**config.mk**
```make
export PLATFORM = sky130hd
export DESIGN_NAME = frog_point_register
export DESIGN_NICKNAME = d
export VERILOG_FILES = /design/src/rtl/frog_point_pkg.sv /design/src/rtl/frog_hazard_row_select.sv /design/src/rtl/frog_point_register.sv
export SDC_FILE = /design/constraint.sdc
export NUM_CORES = 1
export LEC_CHECK = 0
export CORE_UTILIZATION = 27
export DETAILED_ROUTE_END_ITERATION = 8
export PLACE_DENSITY = 0.71
export SKIP_LAST_GASP = 1
export SLEW_MARGIN = 20
export SYNTH_ARGS = -nofsm -noshare
export SYNTH_HDL_FRONTEND = slang
export SYNTH_SLANG_ARGS = --single-unit
```
**constraint.sdc**
```tcl
create_clock -name SC_STATEMACHINEPOINT_CLOCK_50 -period 4.75 [get_ports SC_STATEMACHINEPOINT_CLOCK_50]
set_input_delay 1.425 -clock SC_STATEMACHINEPOINT_CLOCK_50 [delete_from_list [all_inputs] [get_ports SC_STATEMACHINEPOINT_CLOCK_50]]
set_output_delay 1.425 -clock SC_STATEMACHINEPOINT_CLOCK_50 [all_outputs]
set_load 0.05 [all_outputs]
```
**src/rtl/frog_point_pkg.sv**
```systemverilog
// Shared constants for the frog point controller and its datapath responder.
// Shift encodings, the idle status code, and the default playfield size.
package frog_point_pkg;

    localparam logic [1:0] SHIFT_LEFT     = 2'b01;
    localparam logic [1:0] SHIFT_RIGHT    = 2'b10;
    localparam logic [1:0] SHIFT_HOLD     = 2'b11;

    localparam logic [1:0] LASTREG_NORMAL = 2'b11;

    localparam int DEF_ROWS = 8;
    localparam int DEF_COLS = 8;

endpackage

```
**src/rtl/frog_hazard_row_select.sv**
```systemverilog
// Selects the hazard row at the frog's row and flags overlap with the frog's column.
// Purely combinational; shared with the display overlay.
module frog_hazard_row_select
    import frog_point_pkg::*;
#(
    parameter int ROWS = DEF_ROWS,
    parameter int COLS = DEF_COLS
) (
    input  logic [ROWS*COLS-1:0]     i_hazard,
    input  logic [$clog2(ROWS)-1:0]  i_row,
    input  logic [COLS-1:0]          i_col,
    output logic                     o_hit
);

    logic [COLS-1:0] w_slice;

    // Explicit mux keeps out-of-range row codes (non power-of-two ROWS) hazard-free.
    always_comb begin
        w_slice = '0;
        for (int r = 0; r < ROWS; r++) begin
            if (int'(i_row) == r) begin
                w_slice = i_hazard[r*COLS +: COLS];
            end
        end
    end

    assign o_hit = |(w_slice & i_col);

endmodule

```
**src/rtl/frog_point_register.sv**
```systemverilog
// Frog position/lives register answering the point controller's active-low strobes.
// Define FROG_POINT_WRAP_EN to make horizontal shifts rotate instead of holding at the edge.
module frog_point_register
    import frog_point_pkg::*;
#(
    parameter int ROWS      = DEF_ROWS,
    parameter int COLS      = DEF_COLS,
    parameter int START_COL = 3,
    parameter int LIVES     = 3
) (
    input  logic                          SC_STATEMACHINEPOINT_CLOCK_50,
    input  logic                          SC_STATEMACHINEPOINT_RESET_InHigh,
    input  logic                          clear_InLow,
    input  logic                          load0_InLow,
    input  logic                          load1_InLow,
    input  logic [1:0]                    shiftselection_In,
    input  logic [ROWS*COLS-1:0]          hazard_In,
    output logic [$clog2(ROWS)-1:0]       row_Out,
    output logic [COLS-1:0]               col_Out,
    output logic [$clog2(LIVES+1)-1:0]    lives_Out,
    output logic                          bottomside_OutLow,
    output logic [1:0]                    lastregister_OutLow,
    output logic                          losing_OutLow
);

    localparam int RW = $clog2(ROWS);
    localparam int LW = $clog2(LIVES+1);

    localparam logic [RW-1:0]   ROW_LAST   = RW'(ROWS-1);
    localparam logic [COLS-1:0] COL_START  = {{(COLS-1){1'b0}}, 1'b1} << START_COL;
    localparam logic [LW-1:0]   LIVES_FULL = LW'(LIVES);

    logic [RW-1:0]   r_row;
    logic [COLS-1:0] r_col;
    logic            r_collide;
    logic [LW-1:0]   r_lives;

    logic            w_hit;
    logic [COLS-1:0] w_col_left;
    logic [COLS-1:0] w_col_right;

    frog_hazard_row_select #(
        .ROWS (ROWS),
        .COLS (COLS)
    ) u_row_select (
        .i_hazard (hazard_In),
        .i_row    (r_row),
        .i_col    (r_col),
        .o_hit    (w_hit)
    );

`ifdef FROG_POINT_WRAP_EN
    assign w_col_left  = {r_col[COLS-2:0], r_col[COLS-1]};
    assign w_col_right = {r_col[0], r_col[COLS-1:1]};
`else
    assign w_col_left  = r_col[COLS-1] ? r_col : {r_col[COLS-2:0], 1'b0};
    assign w_col_right = r_col[0]      ? r_col : {1'b0, r_col[COLS-1:1]};
`endif

    always_ff @(posedge SC_STATEMACHINEPOINT_CLOCK_50 or posedge SC_STATEMACHINEPOINT_RESET_InHigh) begin
        if (SC_STATEMACHINEPOINT_RESET_InHigh) begin
            r_row     <= ROW_LAST;
            r_col     <= COL_START;
            r_collide <= 1'b0;
            r_lives   <= LIVES_FULL;
        end else if (!clear_InLow) begin
            r_row     <= ROW_LAST;
            r_col     <= COL_START;
            r_collide <= 1'b0;
            if (r_lives == '0) begin
                r_lives <= LIVES_FULL;
            end
        end else begin
            if (!load0_InLow) begin
                if (r_row != '0) r_row <= r_row - 1'b1;
            end else if (!load1_InLow) begin
                if (r_row != ROW_LAST) r_row <= r_row + 1'b1;
            end else if (shiftselection_In == SHIFT_LEFT) begin
                r_col <= w_col_left;
            end else if (shiftselection_In == SHIFT_RIGHT) begin
                r_col <= w_col_right;
            end
            // Only the rising edge of the sticky flag costs a life.
            if (w_hit && !r_collide) begin
                r_collide <= 1'b1;
                if (r_lives != '0) r_lives <= r_lives - 1'b1;
            end
        end
    end

    assign row_Out             = r_row;
    assign col_Out             = r_col;
    assign lives_Out           = r_lives;
    assign bottomside_OutLow   = (r_row != ROW_LAST);
    assign lastregister_OutLow = {~r_collide, (r_row != '0)};
    assign losing_OutLow       = (r_lives != '0);

endmodule

```
==> impl_results.md <==
* Status: finished clean
* Yosys warning count at 0
* Post-route minimum period at 3.57 ns
* Synth area leader: dfrtp_1
* Ys async rst share at 100%
* TritonCTS Buffers at 3
* Post-synth top area share at 13.8%
* DIE HEIGHT at 75.2 µm
* Fin nets at 315
* Worst min path class: reg -> reg
* Count of endpoints failing setup in the final report at 0
* Achievable frequency at 280 MHz
* Drt wl/cell at 15.1 µm
* Final RePlAce weighted congestion at 0.831
* Worst skew pair latency at 0.25 ns
* Final hold viol count at 0
* Synth area leaders: dfrtp_1 14%, dfstp_2 11%, mux4_2 11%, a21oi_1 5.9%, mux2i_1 5.5%
* ANT cells at 0
* Hold_buf cts at 0
* Register area share after synthesis at 24.7%
* IO buf count at 87
* Vias in the first global route at 1617
* Most frequent cells after synthesis: 17 x a21oi_1, 17 x nor2_1, 14 x inv_1, 10 x o22ai_1
* Die W at 75.2 µm
* Worst-path maximum fanout at 24
* Routed WL at 4690 µm
* Pwr/cell area at 312 mW/mm²
* Root buffer cell: clkbuf_8
* Initial DRC Count at 74
* Crit path required time at 3.32 ns
* Setup bufs post-CTS at 0
* Max-cap viol count at 0
* DR pass1 iterations at 4
* Max_slew headroom at 61.7%
* H-tree Lvls at 1
* Die area at 0.00566 mm²
* Flops & latches, synth at 14
* Pin count of the biggest net entering global routing at 38
* Post-synth top flop: dfrtp_1
* Vias per std cell at 5.07
* Critical path endpoint category: output pin
* GRT overflow at 0
* VDD IR max at 207 µV
* Critical path class: reg -> out
* Post-route setup TNS at 0 ns
* Synth-to-layout area growth at 66.2%
* TritonCTS clock tree: built
* Fin Clk Skew at 0.00628 ns
* Routed vias at 1576
* Syn_nets at 233
* Layout cells sized above 1 at 9.96%
* Leak at 0.949 nW
* Routed Antenna Nets at 0
* Clock-pin slew on the worst setup and hold paths at 0.06 ns
* Longest Clk Path Bufs at 2
* EDFF count, synth at 0
* # fillers at 527
* Sink Count at 14
* Worst hold slack at 0.529 ns
* RSZ-0062 raised after global routing: false
* Cells along the critical path: or3_1 > clkdlybuf4s50_1
* Initial antenna violation count at 0
* Tot GR Track Use at 17.1%
* CTS resizes at 0
* Max stage delay on crit path at 0.90 ns
* Slew @ Worst Pin at 0.574 ns
* Drt drc at 0
* Post-DP HPWL at 3650 µm
* Period utilization at 75.1%
* Mapped cell area at 0.00145 mm²
* R2R Setup Slk at 2.10 ns
* Starting Density at 28.2%
* Cell count after synthesis at 160
* Slowest-stage cell, CP: dfstp_2
* Avg Synthesized Cell Area at 9.05 µm²
* Worst EP arrival at 2.14 ns
* Global-route wire length before repair at 7390 µm
* Max Slew Vio Count at 0
* Final Core Density at 46.8%
* Pwr Total at 751 µW
* Core ar. at 0.00514 mm²
* FP Rows at 26
* CP startpoint kind: flip-flop
* Synth unique cells at 43
* IO Count at 88
==> final timing paths <==
path                                                    from                  endpoint  cells after the start
max                                   row_Out[0]$_DFFE_PP1P_    lastregister_OutLow[0]                      2
min                                    r_collide$_DFFE_PP0P_     r_collide$_DFFE_PP0P_                      1
max reg2reg                           row_Out[0]$_DFFE_PP1P_  lives_Out[0]$_DFFE_PP1P_                      6
min reg2reg                            r_collide$_DFFE_PP0P_     r_collide$_DFFE_PP0P_                      1
max in group asynchronous  SC_STATEMACHINEPOINT_RESET_InHigh  lives_Out[0]$_DFFE_PP1P_                      2
min in group asynchronous  SC_STATEMACHINEPOINT_RESET_InHigh    col_Out[5]$_DFFE_PP0P_                      2
==> per-stage QoR <==
step | cell area [µm²] | instances | setup WS [ns]
2_1_floorplan | 1450 | 160 | 1.63
3_3_place_gp | 2360 | 307 | 1.32
3_5_place_dp | 2360 | 307 | 1.29
4_1_cts | 2410 | 311 | 1.17
5_1_grt | 2410 | 311 | 1.06
6_report | 2410 | 311 | 1.18
==> worst max-delay path: cells and delay by family (launching register included) <==
family	cells	cell delay, ns
DFF	1	0.90
buffers and inverters	1	0.80
and+or+nand+nor	1	0.19
==> per-layer routing <==
layer	global-route usage, %	wire length [µm]
met2	31.2	2280
met3	2.01	330
met5	0	0
met1	21.6	2050
met4	3.70	29
==> where the power goes <==
part / internal, mW / switching [mW]
clock: 0.0594 / 0.0441
combinational: 0.209 / 0.247
sequential: 0.152 / 0.0388
total: 0.421 / 0.330
==> flip-flops by register name, summed over array words and instances (netlist names) <==
name,flops
lives_Out,2
r_collide,1
row_Out,3
col_Out,8
==> cell type report <==
class                      instances  area (µm²)  share of cell area, %
tap                               70        87.6                   3.64
inverter                          14        52.6                   2.18
clock buffer                       4        45.0                   1.87
multi-input combinational        121         985                   40.9
timing repair buffer              88         878                   36.5
sequential                        14         358                   14.9
==> placed cells by master, fill, tap and decap left out, drive strengths merged, types with 2 or more instances in the layout <==
cell / synthesis / final
clkdlybuf4s50: 0 / 87
a21oi: 18 / 18
nor2: 17 / 17
inv: 14 / 14
o22ai: 10 / 10
mux4: 10 / 10
mux2i: 8 / 8
dfrtp: 8 / 8
nor2b: 7 / 7
o2bb2ai: 6 / 6
dfstp: 6 / 6
nand2: 5 / 5
a22oi: 4 / 4
o21ai: 4 / 4
clkbuf: 6 / 4
and3: 3 / 3
nand3: 3 / 3
nor3: 3 / 3
o211ai: 3 / 3
a31oi: 3 / 3
nor3b: 2 / 2
o221ai: 2 / 2
==> cell families after synthesis <==
kind of cell	synth area share [%]
AND/OR/NAND/NOR	14.5
buffers and inverters	7.26
flip-flops	24.7
adder cells (fa/ha/maj)	2.25
multiplexers	22.6
AO/OA/AOI/OAI	28.6
No activity file was read; power rests on OpenSTA's default activity.
